[src/rtl/aes_state_array_if.sv]
// aes_state_array_if
//   Bundles the byte-serial AES state register's command and data signals.
//   slave  : the state register itself (commands and data in, taps and status out)
//   master : the datapath controller driving it
//   Signals:
//     din[7:0]      byte from the datapath mux
//     shift_en      shift one byte in at s[15]
//     col_shift     shift one column in from col_in
//     col_in[31:0]  MixColumns result, [31:24] -> s[12]
//     sr_start      start ShiftRows
//     sr_inv        direction, sampled with sr_start (1 = inverse)
//     dout[7:0]     s[0]
//     col_out[31:0] {s[0],s[1],s[2],s[3]}
//     byte_cnt[3:0] accepted byte shifts modulo 16
//     full          pulse after the 16th byte of a block
//     busy          ShiftRows in progress
//     sr_done       pulse when ShiftRows completes
interface aes_state_array_if;
  logic [7:0]  din;
  logic        shift_en;
  logic        col_shift;
  logic [31:0] col_in;
  logic        sr_start;
  logic        sr_inv;
  logic [7:0]  dout;
  logic [31:0] col_out;
  logic [3:0]  byte_cnt;
  logic        full;
  logic        busy;
  logic        sr_done;

  modport slave (
    input  din, shift_en, col_shift, col_in, sr_start, sr_inv,
    output dout, col_out, byte_cnt, full, busy, sr_done
  );

  modport master (
    output din, shift_en, col_shift, col_in, sr_start, sr_inv,
    input  dout, col_out, byte_cnt, full, busy, sr_done
  );
endinterface

[src/rtl/aes_state_array.sv]
// aes_state_array
//   Byte-serial 16-byte AES state register, column-major (index = 4*col + row).
//   Bytes stream in at s[15] and out at s[0]; whole columns stream in from the
//   MixColumns unit; forward/inverse ShiftRows runs in place, one row per cycle.
//   Ports:
//     clk  - system clock, rising edge
//     rst  - synchronous active-high reset
//     bus  - aes_state_array_if.slave (commands, data, taps and status)
module aes_state_array (
  input  logic               clk,
  input  logic               rst,
  aes_state_array_if.slave   bus
);

  typedef enum logic [1:0] {IDLE, ROW1, ROW2, ROW3} state_e;

  state_e            fsm_q;
  logic [15:0][7:0]  s_q;
  logic              inv_q;
  logic [3:0]        cnt_q;
  logic              full_q;
  logic              busy_q;
  logic              done_q;

  // Rotate row r of the state: forward takes from column (c+r), inverse from
  // column (c-r); 2-bit arithmetic gives the mod-4 wrap for free.
  function automatic logic [15:0][7:0] rotate_row(
    input logic [15:0][7:0] s,
    input logic [1:0]       r,
    input logic             inv
  );
    logic [15:0][7:0] res;
    logic [1:0]       src;
    res = s;
    for (int c = 0; c < 4; c++) begin
      src = inv ? (2'(c) - r) : (2'(c) + r);
      res[{2'(c), r}] = s[{src, r}];
    end
    return res;
  endfunction

  always_ff @(posedge clk) begin
    if (rst) begin
      fsm_q  <= IDLE;
      s_q    <= '0;
      inv_q  <= 1'b0;
      cnt_q  <= 4'd0;
      full_q <= 1'b0;
      busy_q <= 1'b0;
      done_q <= 1'b0;
    end else begin
      full_q <= 1'b0;
      done_q <= 1'b0;
      case (fsm_q)
        IDLE: begin
          // Priority: sr_start, then col_shift, then shift_en.
          if (bus.sr_start) begin
            inv_q  <= bus.sr_inv;
            busy_q <= 1'b1;
            fsm_q  <= ROW1;
          end else if (bus.col_shift) begin
            s_q <= {bus.col_in[7:0], bus.col_in[15:8],
                    bus.col_in[23:16], bus.col_in[31:24], s_q[15:4]};
          end else if (bus.shift_en) begin
            s_q    <= {bus.din, s_q[15:1]};
            cnt_q  <= cnt_q + 4'd1;
            full_q <= (cnt_q == 4'd15);
          end
        end
        ROW1: begin
          s_q   <= rotate_row(s_q, 2'd1, inv_q);
          fsm_q <= ROW2;
        end
        ROW2: begin
          s_q   <= rotate_row(s_q, 2'd2, inv_q);
          fsm_q <= ROW3;
        end
        ROW3: begin
          s_q    <= rotate_row(s_q, 2'd3, inv_q);
          busy_q <= 1'b0;
          done_q <= 1'b1;
          fsm_q  <= IDLE;
        end
        default: fsm_q <= IDLE;
      endcase
    end
  end

  // Output taps straight off the state register.
  assign bus.dout = s_q[0];
  generate
    for (genvar gi = 0; gi < 4; gi++) begin : g_col_out
      assign bus.col_out[31-8*gi -: 8] = s_q[gi];
    end
  endgenerate

  assign bus.byte_cnt = cnt_q;
  assign bus.full     = full_q;
  assign bus.busy     = busy_q;
  assign bus.sr_done  = done_q;

endmodule
[src/flat_wrapper.sv]
// flat-port wrapper written by rule: the top's interface ports become plain ports
module aes_state_array_flat 
  (clk, rst, bus_din, bus_shift_en, bus_col_shift, bus_col_in, bus_sr_start, bus_sr_inv, bus_dout, bus_col_out, bus_byte_cnt, bus_full, bus_busy, bus_sr_done);
  aes_state_array_if bus_i ();
  input  logic clk;
  input  logic rst;
  input wire logic [$bits(bus_i.din)-1:0] bus_din;
  input wire logic [$bits(bus_i.shift_en)-1:0] bus_shift_en;
  input wire logic [$bits(bus_i.col_shift)-1:0] bus_col_shift;
  input wire logic [$bits(bus_i.col_in)-1:0] bus_col_in;
  input wire logic [$bits(bus_i.sr_start)-1:0] bus_sr_start;
  input wire logic [$bits(bus_i.sr_inv)-1:0] bus_sr_inv;
  output wire logic [$bits(bus_i.dout)-1:0] bus_dout;
  output wire logic [$bits(bus_i.col_out)-1:0] bus_col_out;
  output wire logic [$bits(bus_i.byte_cnt)-1:0] bus_byte_cnt;
  output wire logic [$bits(bus_i.full)-1:0] bus_full;
  output wire logic [$bits(bus_i.busy)-1:0] bus_busy;
  output wire logic [$bits(bus_i.sr_done)-1:0] bus_sr_done;
  assign bus_i.din = bus_din;
  assign bus_i.shift_en = bus_shift_en;
  assign bus_i.col_shift = bus_col_shift;
  assign bus_i.col_in = bus_col_in;
  assign bus_i.sr_start = bus_sr_start;
  assign bus_i.sr_inv = bus_sr_inv;
  assign bus_dout = bus_i.dout;
  assign bus_col_out = bus_i.col_out;
  assign bus_byte_cnt = bus_i.byte_cnt;
  assign bus_full = bus_i.full;
  assign bus_busy = bus_i.busy;
  assign bus_sr_done = bus_i.sr_done;
  aes_state_array u_core (.clk(clk), .rst(rst), .bus(bus_i));
endmodule
[config.mk]
export PLATFORM = sky130hd
export DESIGN_NAME = aes_state_array_flat
export DESIGN_NICKNAME = d
export VERILOG_FILES = /design/src/rtl/aes_state_array_if.sv /design/src/rtl/aes_state_array.sv /design/src/flat_wrapper.sv
export SDC_FILE = /design/constraint.sdc
export NUM_CORES = 1
export LEC_CHECK = 0
export ABC_AREA = 0
export BUFFER_PORTS_ARGS = -buffer_cell sky130_fd_sc_hd__buf_2
export CAP_MARGIN = 20
export CORE_UTILIZATION = 59
export DETAILED_ROUTE_END_ITERATION = 8
export GPL_TIMING_DRIVEN = 0
export PLACE_DENSITY = 0.8
export SETUP_SLACK_MARGIN = 0.1
export SLEW_MARGIN = 40
export SYNTH_ARGS = -nofsm -noshare
export SYNTH_HDL_FRONTEND = slang
export SYNTH_SLANG_ARGS = --single-unit
[constraint.sdc]
create_clock -name clk -period 3.6 [get_ports clk]
set_input_delay 0.18 -clock clk [delete_from_list [all_inputs] [get_ports clk]]
set_output_delay 0.18 -clock clk [all_outputs]
set_load 0.05 [all_outputs]
# --- After elaboration in Yosys (flattened, before gate mapping) ---
# Index checks and enable logic that the tools add are counted.
word_totals:
  output_inout_bits: 47
  input_bits: 46
  reg_bits: 138
op_classes:
  add_sub_neg: 1
  order_cmp: 8
  n_bitwise: 7
  reduce_logical: 10
  mux: 29
  eq_ne: 7
ops:
  columns: ["cell", "count"]
  rows:
  - ["case mux 128 bit (4 select lines)", 1]
  - ["two-way mux 128 bit", 3]
  - ["binary-select mux 8 bit (select 2 bit)", 8]
  - ["two-way mux 8 bit", 8]
  - ["less-than comparator 4 x 5 -> 1 bit (second input constant)", 8]
  - ["AND reduction 4 bit", 4]
  - ["two-way mux 2 bit", 5]
  - ["case mux 2 bit (4 select lines)", 1]
  - ["inverter 1 bit", 7]
  - ["AND reduction 5 bit", 1]
  - ["OR reduction 5 bit", 1]
  - ["adder 4 x 1 -> 4 bit (second input constant)", 1]
  - ["equality test 2 bit (second input constant)", 2]
  - ["equality test 4 bit (second input constant)", 1]
  - ["inequality test 2 bit (second input constant)", 2]
  - ["AND reduction 2 bit", 2]
  - ["inequality test 3 bit (second input constant)", 1]
  - ["equality test 2 x 1 -> 1 bit (second input constant)", 1]
  - ["logical NOT 2 bit", 1]
  - ["two-way mux 1 bit", 2]
  - ["case mux 1 bit (2 select lines)", 1]
  - ["nonzero test 2 bit", 1]

# --- Depth between registers and ports, before layout ---
depth:
  word_depth: 4
  depth_mapped: 8
  mapped_depth_nobuf: 5

# --- Worst setup path after synthesis ---
# OpenSTA, ideal clock, no wires.
synth_path:
  kind: "reg2reg"
  from: "reg u_core.fsm_q[0]"
  to: "reg u_core.s_q[108] (netlist name)"
  arrival_time_ps: 1609
  setup_ps: 146
  slack_ps: 1845
  period_less_slack_ps: 1755
  t_required_ps: 3454
  stages_incl_launch_ff: 9
  n_path_buf: 3
  path_cell_list: "dfxtp_1 inv_1 ha_1 or3b_1 buf_2 buf_2 clkbuf_1 a21oi_1 a211oi_2"
synth_via:
  elab_chain_cells: 3
synth_rtl:
  columns: ["item", "line", "text"]
  rows:
  - ["from (decl)", "aes_state_array.sv:17", "state_e fsm_q;"]
  - ["from (signal assigned)", "aes_state_array.sv:44", "fsm_q <= IDLE;"]
  - ["from (signal assigned)", "aes_state_array.sv:60", "fsm_q <= ROW1;"]
  - ["from (signal assigned)", "aes_state_array.sv:72", "fsm_q <= ROW2;"]
  - ["logical NOT 2 bit or equality test 2 bit (tied branches)", "aes_state_array.sv:54", "case (fsm_q)"]
  - ["inequality test 3 bit (no line), or another cell as far along", null, null]
  - ["AND reduction 4 bit (no line)", null, null]
  - ["to (signal assigned)", "aes_state_array.sv:62", "s_q <= {bus.col_in[7:0], bus.col_in[15:8],"]
  - ["to (signal assigned)", "aes_state_array.sv:65", "s_q <= {bus.din, s_q[15:1]};"]
  - ["to (signal assigned)", "aes_state_array.sv:71", "s_q <= rotate_row(s_q, 2'd1, inv_q);"]
  - ["to (decl)", "aes_state_array.sv:18", "logic [15:0][7:0] s_q;"]
# Parallel ways exist; a longest one is shown, timed or not. The select of a mux whose other input is x is not followed.
# A chain may end at the register's enable or synchronous reset.

# --- Final worst setup path ---
layout_path:
  from: "reg u_core.fsm_q[0]"
  to: "reg u_core.s_q (netlist bit u_core.bus.col_out[16])"
# Same word-level chain as after synthesis.

==> impl_metrics.tcl <==
set metrics [dict create \
    synth_top_area_cell "dfxtp_1" \
    cts.sinks 138 \
    track_usage_pct 39.6 \
    layout.cells.non_filler 1275 \
    wire_per_inst_um 24.5 \
    rrSetupSlack_ns 1.17 \
    cap_violations 0 \
    synthCells 941 \
    synth_ff_type "dfxtp_1" \
    critical_path_arrival_ns 2.78 \
    crit_type "register to register" \
    row_count 45 \
    whs_path_depth 3 \
    reg2reg_depth 8 \
    ys_top_cells_by_area "dfxtp_1 30%, mux2_2 24%, a211oi_2 6.9%" \
    dr.pass1.iters 8 \
    insertion_delay_ns 0.44 \
    cts_hold_buf 0 \
    synth-edff-count 0 \
    dp_hpwl_um 22500 \
    cellPowerDensity_nw_per_um2 1010 \
    finalCritPeriodShare_pct 67.6 \
    startpoint_type "register" \
    post_cts.repair.setup_buffers 0 \
    grt_util_met2_pct 57.1 \
    initial_core_util_pct 60.6 \
    cp-endpoint "u_core.bus.col_out[16]$_SDFFE_PP0P_" \
    required_ns 3.95 \
    synthAdderAreaFrac_pct 0.812 \
    hold_viol 0 \
    synth-xor-area-share_pct 0.0947 \
    drtIter0Drc 1093 \
    power.total_uw 10600 \
    ios 93 \
    postSynth.asyncResetShare_pct 0 \
    gr-usage-met1_pct 50.1 \
    post_cts_resized 0 \
    layout-drive-gt1-share_pct 44.8 \
    worst_pin_slew_ns 0.921 \
    placed_area_um2 9970 \
    core_region_area_um2 15300 \
    synth-simple-area-share_pct 9.15 \
    ant_nets 0 \
    seq_area_um2 2760 \
    fmax_ghz 0.411 \
    die_area_um2 16200 \
    place_congestion 0.978 \
    run_status "finished, final reports clean" \
    die_w_um 127 \
    synth_seq_cells 138 \
    vdd_drop_max_v 0.000599 \
    synthTopCellsByCount "193 x mux2_2, 138 x dfxtp_1, 101 x a21oi_1" \
    synth_top_family_by_area "multiplexers" \
    port_buffers 91 \
    finalNetCount 1103 \
    vias 8499 \
    synth-warning-count 0 \
    synth_area_um2 9250 \
    finalSetupTns_ns 0 \
    drc 0 \
    grt_pass1_vias 7990 \
    min_period_ns 2.43 \
    clk_pin_slew_ns 0.06 \
    wl_um 31300 \
    synth_area_per_cell_um2 9.83 \
    stdcell_area_um2 10500 \
    cp-end-kind "register" \
    regToRegStartpoint "u_core.fsm_q[0]$_SDFFE_PP0P_" \
    clockBufferDepth 2 \
    setup_viol_count_final 0 \
    gr-usage-met3_pct 10.5 \
    htreeDepth 4 \
    die_h_um 127 \
    hold_class "input port to register" \
    synth_most_common_cell "mux2_2" \
    regToRegEndpoint "u_core.bus.col_out[16]$_SDFFE_PP0P_" \
    p_leak_uw 0.00410 \
    worst-path-max-fanout 10 \
    synth_top_area_share_pct 29.9 \
    ys_types 32 \
    synth_compound_area_share_pct 24.2 \
    crit_start "u_core.fsm_q[0]$_SDFFE_PP0P_" \
    placed_cells 1243 \
    fillers 1197 \
    multi_input_area_um2 5670 \
    cts_made_buffers 17 \
    antenna_found_initial 1 \
    maxSlewHeadroom_pct 38.6 \
    top_usage_layer "met2" \
    clock-root-buffer "clkbuf_16" \
    grt_first_pass_wirelength_um 47600 \
    overflow 0 \
    fin_skew_ns 0.00888 \
    grt_max_degree 17 \
    syn_nets 993 \
    slew_viol_final 0 \
    cts_tree "yes" \
    viasPerCell 6.67 \
    rsz0062_at_grt "no" \
    yosysSeqAreaShare_pct 29.9 \
    area_growth_pct 13.8 \
    yosys-mux-area-fraction_pct 27.1 \
]
==> cell type report <==
class                      count  share of cell area, %
clock buffer                  24                   4.58
sequential                   138                   26.3
clock inverter                 7                  0.642
multi-input combinational    655                   53.9
buffer                       144                   7.62
timing repair buffer          91                   4.33
antenna                        1                 0.0238
tap                          211                   2.51
inverter                       4                  0.143
==> layer usage <==
layer | wire (um) | vias up
met2 | 12900 | 652
met5 | 0 | -
met3 | 3820 | 192
met1 | 11900 | 3984
li1 | - | 3671
met4 | 2650 | 0
==> flip-flops by register name (all words and copies together), names as in the netlist <==
register             count
u_core.bus.full          1
u_core.bus.busy          1
u_core.bus.col_out      24
u_core.inv_q             1
u_core.fsm_q             2
u_core.bus.dout          8
u_core.bus.byte_cnt      4
u_core.s_q              96
u_core.bus.sr_done       1
==> worst max-delay path, stage by stage, from the launching register on <==
cell and delay (ns):
dfxtp_1 0.40, inv_1 0.10, ha_1 0.21, buf_2 0.21
nor2b_1 0.13, clkbuf_1 0.22, clkbuf_1 0.50, a22oi_1 0.31
a211oi_2 0.27
==> stage by stage <==
stage               utilization, %  hold slack [ns]  worst slack [ns]
floorplan                        -            0.328              1.85
global placement              65.3            0.455              1.34
detailed placement            65.3            0.458              1.33
CTS                           68.9           0.0137              1.29
global route                  68.9           0.0257              1.09
finish                        68.9           0.0147              1.17
==> where the power goes <==
part	internal, uW	switching, uW	total (uW)
combinational	2400	3310	5710
clock	998	687	1680
sequential	2110	1110	3220
==> how the worst min path moves through the flow <==
stage / startpoint / endpoint / slack, ns
CTS: bus_sr_inv / u_core.inv_q$_SDFFE_PP0P_ / 0.01
finish: bus_sr_inv / u_core.inv_q$_SDFFE_PP0P_ / 0.01
global route: bus_sr_inv / u_core.inv_q$_SDFFE_PP0P_ / 0.03
global placement: bus_sr_inv / u_core.inv_q$_SDFFE_PP0P_ / 0.46
floorplan: bus_sr_inv / u_core.inv_q$_SDFFE_PP0P_ / 0.33
detailed placement: bus_sr_inv / u_core.inv_q$_SDFFE_PP0P_ / 0.46
==> cell families (layout without fill, tap and decap cells) <==
| group | after synthesis | count (layout) |
|---|---|---|
| fa+ha+maj | 6 | 6 |
| xor+xnor | 1 | 1 |
| compound gates | 266 | 266 |
| mux | 226 | 226 |
| buf+inv | 148 | 270 |
| simple gates | 156 | 156 |
| other cells | 0 | 1 |
| flops | 138 | 138 |
==> layout by cell type, fill, tap and decap left out, types with 3 or more instances in the layout <==
master and instances:
mux2_2 193, dfxtp_1 138, buf_2 119, a21oi_1 101, nand2_1 68, a22oi_1 64, clkbuf_1 62, a211oi_2 51
buf_4 46, nand3b_1 33, nand2b_1 33, mux2i_1 33, a311oi_2 30, clkbuf_16 17, a211oi_1 15, buf_6 7
nor2_1 6, ha_1 6, nor2b_1 5, inv_1 4, buf_1 4, clkinv_2 4, and2_1 3, clkbuf_8 3
(Power assumes the default switching activity.)
